**src/rtl/msx_mouse_pkg.sv**
```systemverilog
// Shared types and constants for the MSX mouse bridge: phase encoding,
// accumulator/latch widths and the nibble multiplexer.
package msx_mouse_pkg;

    typedef enum logic [2:0] {
        PH_WAIT = 3'd0,
        PH_XH   = 3'd1,
        PH_XL   = 3'd2,
        PH_YH   = 3'd3,
        PH_YL   = 3'd4
    } phase_e;

    localparam int ACC_W           = 10;
    localparam int LAT_W           = 8;
    localparam int TIMEOUT_CYC_DEF = 32220;

    function automatic logic [3:0] nibble_sel(input phase_e ph,
                                              input logic [LAT_W-1:0] lat_x,
                                              input logic [LAT_W-1:0] lat_y);
        logic [3:0] nib;
        case (ph)
            PH_XH:   nib = lat_x[7:4];
            PH_XL:   nib = lat_x[3:0];
            PH_YH:   nib = lat_y[7:4];
            PH_YL:   nib = lat_y[3:0];
            default: nib = 4'h0;
        endcase
        return nib;
    endfunction

endpackage

```
**src/rtl/msx_mouse_axis.sv**
```systemverilog
// One mouse axis: saturating 10-bit accumulator that is clamped to 8 bits
// into a latch on request, then reloaded with any concurrent delta.
module msx_mouse_axis
    import msx_mouse_pkg::*;
(
    input  logic             clk_sys,
    input  logic             reset,
    input  logic             pkt_valid,
    input  logic [ACC_W-1:0] delta,
    input  logic             latch,
    output logic [LAT_W-1:0] lat_q
);

    logic [ACC_W-1:0] acc_q;
    logic [ACC_W-1:0] acc_d;
    logic [LAT_W-1:0] lat_d;
    logic [ACC_W:0]   sum_s;
    logic [ACC_W-1:0] sat_s;
    logic [LAT_W-1:0] clamp_s;

    // Accumulator and latch registers
    always_ff @(posedge clk_sys) begin
        if (reset) begin
            acc_q <= {ACC_W{1'b0}};
            lat_q <= {LAT_W{1'b0}};
        end else begin
            acc_q <= acc_d;
            lat_q <= lat_d;
        end
    end

    // Saturating add, 8-bit clamp and latch/reload selection
    always_comb begin
        sum_s = {acc_q[ACC_W-1], acc_q} + {delta[ACC_W-1], delta};
        // Top two sum bits disagree only on overflow; the sign picks the rail.
        if (sum_s[ACC_W] != sum_s[ACC_W-1]) begin
            sat_s = sum_s[ACC_W] ? {1'b1, {(ACC_W-1){1'b0}}} : {1'b0, {(ACC_W-1){1'b1}}};
        end else begin
            sat_s = sum_s[ACC_W-1:0];
        end

        if ((acc_q[9:7] == 3'b000) || (acc_q[9:7] == 3'b111)) begin
            clamp_s = acc_q[7:0];
        end else begin
            clamp_s = acc_q[9] ? 8'h80 : 8'h7F;
        end

        if (latch) begin
            lat_d = clamp_s;
            acc_d = pkt_valid ? delta : {ACC_W{1'b0}};
        end else begin
            lat_d = lat_q;
            acc_d = pkt_valid ? sat_s : acc_q;
        end
    end

endmodule

```
**src/rtl/msx_mouse_bridge.sv**
```systemverilog
// PS/2 mouse packets to MSX joystick-port mouse protocol: strobe edges step
// through X/Y high/low nibbles; an idle strobe times the sequence out.
module msx_mouse_bridge
    import msx_mouse_pkg::*;
#(
    parameter int TIMEOUT_CYC = TIMEOUT_CYC_DEF
) (
    input  logic        clk_sys,
    input  logic        reset,
    input  logic [24:0] ps2_mouse,
    input  logic        strobe,
    output logic [5:0]  data,
    output logic        present
);

    localparam int CNT_W = $clog2(TIMEOUT_CYC);

    phase_e           phase_q;
    phase_e           phase_d;
    logic [CNT_W-1:0] cnt_q;
    logic [CNT_W-1:0] cnt_d;
    logic             strobe_q;
    logic             tog_q;
    logic [1:0]       btn_q;
    logic [1:0]       btn_d;
    logic             present_q;
    logic             present_d;
    logic [5:0]       data_q;
    logic [5:0]       data_d;
    logic             strobe_edge_s;
    logic             pkt_s;
    logic             latch_s;
    logic [ACC_W-1:0] dx_s;
    logic [ACC_W-1:0] dy_s;
    logic [LAT_W-1:0] lat_x_s;
    logic [LAT_W-1:0] lat_y_s;
    logic             unused_ok;

    assign strobe_edge_s = strobe ^ strobe_q;
    assign pkt_s         = ps2_mouse[24] ^ tog_q;
    // MSX X grows leftward, so the PS/2 X delta is negated.
    assign dx_s      = {ACC_W{1'b0}} - {ps2_mouse[4], ps2_mouse[4], ps2_mouse[15:8]};
    assign dy_s      = {ps2_mouse[5], ps2_mouse[5], ps2_mouse[23:16]};
    assign unused_ok = ^{ps2_mouse[7:6], ps2_mouse[3:2]};
    assign data      = data_q;
    assign present   = present_q;

    msx_mouse_axis u_axis_x (
        .clk_sys   (clk_sys),
        .reset     (reset),
        .pkt_valid (pkt_s),
        .delta     (dx_s),
        .latch     (latch_s),
        .lat_q     (lat_x_s)
    );

    msx_mouse_axis u_axis_y (
        .clk_sys   (clk_sys),
        .reset     (reset),
        .pkt_valid (pkt_s),
        .delta     (dy_s),
        .latch     (latch_s),
        .lat_q     (lat_y_s)
    );

    // State register; input copies track the pins even in reset so release is edge-free
    always_ff @(posedge clk_sys) begin
        strobe_q <= strobe;
        tog_q    <= ps2_mouse[24];
        if (reset) begin
            phase_q   <= PH_WAIT;
            cnt_q     <= {CNT_W{1'b0}};
            btn_q     <= 2'b00;
            present_q <= 1'b0;
            data_q    <= 6'h30;
        end else begin
            phase_q   <= phase_d;
            cnt_q     <= cnt_d;
            btn_q     <= btn_d;
            present_q <= present_d;
            data_q    <= data_d;
        end
    end

    // Next phase, timeout counter and packet-derived state
    always_comb begin
        phase_d   = phase_q;
        cnt_d     = cnt_q;
        btn_d     = pkt_s ? ps2_mouse[1:0] : btn_q;
        present_d = present_q | pkt_s;
        latch_s   = 1'b0;
        if (strobe_edge_s) begin
            cnt_d = {CNT_W{1'b0}};
            case (phase_q)
                PH_WAIT: begin phase_d = PH_XH; latch_s = 1'b1; end
                PH_XH:   phase_d = PH_XL;
                PH_XL:   phase_d = PH_YH;
                PH_YH:   phase_d = PH_YL;
                PH_YL:   begin phase_d = PH_XH; latch_s = 1'b1; end
                default: phase_d = PH_WAIT;
            endcase
        end else if (phase_q != PH_WAIT) begin
            if (cnt_q == CNT_W'(TIMEOUT_CYC - 1)) begin
                phase_d = PH_WAIT;
                cnt_d   = {CNT_W{1'b0}};
            end else begin
                cnt_d = cnt_q + {{(CNT_W-1){1'b0}}, 1'b1};
            end
        end else begin
            cnt_d = {CNT_W{1'b0}};
        end
    end

    // Output pins: inverted buttons plus the nibble of the current phase
    always_comb begin
        data_d = {~btn_q[1], ~btn_q[0], nibble_sel(phase_q, lat_x_s, lat_y_s)};
    end

endmodule
```
**config.mk**
```make
export PLATFORM = sky130hd
export DESIGN_NAME = msx_mouse_bridge
export DESIGN_NICKNAME = d
export VERILOG_FILES = /design/src/rtl/msx_mouse_pkg.sv /design/src/rtl/msx_mouse_axis.sv /design/src/rtl/msx_mouse_bridge.sv
export SDC_FILE = /design/constraint.sdc
export NUM_CORES = 1
export LEC_CHECK = 0
export ABC_AREA = 1
export BUFFER_PORTS_ARGS = -buffer_cell sky130_fd_sc_hd__clkbuf_2
export CAP_MARGIN = 20
export CELL_PAD_IN_SITES_DETAIL_PLACEMENT = 0
export CELL_PAD_IN_SITES_GLOBAL_PLACEMENT = 1
export CORE_MARGIN = 4
export CORE_UTILIZATION = 35
export DETAILED_ROUTE_END_ITERATION = 16
export PLACE_DENSITY_LB_ADDON = 0.1
export SETUP_SLACK_MARGIN = 0.15
export SLEW_MARGIN = 20
export SYNTH_ARGS = -nofsm -noshare
export SYNTH_HDL_FRONTEND = slang
export SYNTH_HIERARCHICAL = 1
export SYNTH_SLANG_ARGS = --single-unit
```
**constraint.sdc**
```tcl
create_clock -name clk_sys -period 5.7 [get_ports clk_sys]
set_input_delay 0.285 -clock clk_sys [delete_from_list [all_inputs] [get_ports clk_sys]]
set_output_delay 0.285 -clock clk_sys [all_outputs]
set_load 0.01 [all_outputs]
```
==> flow_summary.toml <==
[clock_network]
clk_pin_slew_ns = 0.05
clkLatencyLatePin_ns = 0.33
cts_tree = "built"
cts_buffers = 9
cts_hold_buf = 0
clock-sinks = 65
ctsResizeCount = 0
clock_path_buffers = 2
root_buffer = "clkbuf_16"
post_cts_buffers = 0
cts-htree-levels = 3

[power]
intPower_uw = 1097
p_leak_uw = 0.002142
power_uw = 1698
switching_power_uw = 600.6
p_comb_share_pct = 33.1
power_frac_clock_pct = 34.8
seqPwrFrac_pct = 32.1
p_sw_share_pct = 35.38
power_density_nw_per_um2 = 345.0
irDropWorstVdd_v = 0.0001225

[routing]
dr.first_iter.drc_count = 140
wl_met3_um = 297
via_per_inst = 4.839
dr.pass1.iters = 4
ant_nets = 0
drt_wl_total_mm = 10.49
wl_met2_mm = 5.109
top_layer = "met4"
vias = 4007
post_drt_wl_per_cell_um = 12.67
drc = 0
wl_met1_mm = 4.869

[critical_path]
crit_type = "input pin to register"
worstSetupStartpointType = "input pin"
r2r_slack_ns = 3.31
required_ns = 5.89
end_kind = "register"
cp_max_fo = 9
worstReg2RegEnd = "u_axis_y/lat_q[4]$_SDFFE_PP0P_"
arrival_ns = 2.78
r2r_cells = 8
reg2reg_from = "strobe_q$_DFF_P_"

[global_route]
grt_usage_pct = 15.55
grt_max_degree = 46
grt_overflow_total = 0
antenna_found_initial = 0
grt_pass1_vias = 3924
grt_pass1_wl_mm = 18.02

[placement]
io_buffers = 30
gp_congestion = 0.8192
placed_area_um2 = 4602
hpwl_mm = 8.386
pre_cts_slack_ns = 2.776
dp.cells = 813

[sta]
skew_ns = 0.009104
min_period_ns = 2.590
hold_violations = 0
final.setup.worst_slack_ns = 3.110
setup_viol = 0
fmax_mhz = 386.1
rsz0062_at_grt = "false"
fin_setup_tns_ns = 0
fin_crit_sh_pct = 45.44
timing.slew.headroom_pct = 32.93
maxSlewViolCount = 0
worstMarginPinSlew_ns = 1.003

[synthesis]
synth_most_common_cell = "nand2_1"
synth_area_um2 = 4310
ys_ff_latch = 65
yosysTopAreaCell = "dfxtp_1"
synthSimpleGateAreaFrac_pct = 35.24
yosys.area.top_type_share_pct = 30.19
synthArstFlopShare_pct = 0
synth_top_family_by_area = "simple AND/OR/NAND/NOR gates"
synthFlopType = "dfxtp_1"
synth-adder-area-share_pct = 7.315
ys_seq_area_share_pct = 30.19
synth_xor_area_share_pct = 6.299
synth_edf_count = 0
synth_area_per_cell_um2 = 6.683
synthMuxAreaShare_pct = 0
synth_fp_nets = 697
synth_cell_types = 30
synth_compound_area_share_pct = 13.96
synth_area_leaders = "dfxtp_1, nand2_1, nor2_1, ha_1, nand3_1"
ys_top_cells_by_count = "nand2_1, nor2_1, dfxtp_1"
synth_cells = 645
ys_warn_count = 6

[die]
core_um2 = 12010
pin_count = 35
die_h_um = 119.0
initial_utilization_pct = 35.89
die_x_um = 119.0
dieArea_um2 = 14160
rows = 40

[layout]
fin_cells = 828
syn2layout_area_growth_pct = 14.17
diodes = 0
nets = 729
post_route_cells_drive_above_1_share_pct = 14.39
design_area_um2 = 4921
nFillCells = 1296

[worst_hold_path]
hold-path-endpoint = "strobe_q$_DFF_P_"
hold_depth = 1
min_path_type = "input pin to register"
worstHoldStart = "strobe"

[run_status]
status = "completed"

[flow_run]
drv_cap = 0
[cells by family after synthesis]
kind of cell    Yosys count
flops                    65
simple gates            350
fa+ha+maj                24
xor+xnor                 31
compound gates           99
buf+inv                  76
[layer usage]
layer	vias to the layer above	global-route usage (%)
met5	-	0
met4	0	5.865
met3	18	3.324
met2	42	27.28
met1	1796	18.57
li1	2151	-
[area by class of cell]
class / count / area, µm² / area share, %
Inverter: 65 / 244.0 / 4.958
Sequential cell: 65 / 1301 / 26.44
Multi-Input combinational cell: 504 / 2708 / 55.02
Timing Repair Buffer: 32 / 165.2 / 3.356
Clock buffer: 10 / 239.0 / 4.856
Clock inverter: 5 / 80.08 / 1.627
Tap cell: 147 / 183.9 / 3.738
[worst max-delay path, stage by stage]
cell,delay [ns]
clkbuf_2,0.11
nor2_1,0.17
nand4_1,0.15
nor3_1,0.30
a21oi_1,0.17
ha_1,0.43
nand2_2,0.15
inv_2,0.04
a21oi_2,0.16
nand3_1,0.12
nand2_1,0.09
nand2_2,0.10
a21oi_4,0.29
nand2_1,0.09
nand2_1,0.09
a21oi_2,0.05
[state kept, by name, indices dropped and copies added (netlist names)]
register        count
u_axis_x/lat_q      8
u_axis_y/acc_q     10
u_axis_y/lat_q      8
present             1
strobe_q            1
tog_q               1
cnt_q              15
phase_q             3
data                6
btn_q               2
u_axis_x/acc_q     10
[power groups by stage]
| stage | Sequential, µW | Clock (µW) | Combinational (µW) |
|---|---|---|---|
| floorplan | 538 | 0 | 451 |
| global placement | 555 | 0 | 565 |
| detailed placement | 555 | 0 | 569 |
| CTS | 546 | 606 | 571 |
| global route | 552 | 627 | 648 |
| finish | 545 | 591 | 562 |
[placed cells by master, fill, tap and decap left out, drive strengths merged, types with 3 or more instances in the layout]
master and n:
nand2 191, nor2 90, a21oi 66, dfxtp 65
inv 63, nand3 51, clkbuf 40, o21ai 28
ha 22, xor2 18, nand4 13, xnor2 13
nor3 4, o211ai 4, clkinv 3
[stage by stage]
stage          util (%)  hold slack, ns
2_1_floorplan         -          0.3127
3_3_place_gp      38.31          0.3719
3_5_place_dp      38.31          0.3714
4_1_cts           40.97         0.07187
5_1_grt           40.97         0.07785
6_report          40.97         0.08731
[how the worst max path moves through the flow]
stage,startpoint,endpoint,slack (ns)
after floorplan,ps2_mouse[11],u_axis_x/acc_q[4]$_SDFFE_PP0P_,3.29
after global placement,ps2_mouse[11],u_axis_x/acc_q[1]$_SDFFE_PP0P_,2.85
after detailed placement,ps2_mouse[10],u_axis_x/acc_q[4]$_SDFFE_PP0P_,2.78
after CTS,ps2_mouse[10],u_axis_x/acc_q[4]$_SDFFE_PP0P_,3.12
after global routing,ps2_mouse[11],u_axis_x/acc_q[4]$_SDFFE_PP0P_,2.87
final,ps2_mouse[10],u_axis_x/acc_q[4]$_SDFFE_PP0P_,3.11
No activity file was read; power rests on OpenSTA's default activity.
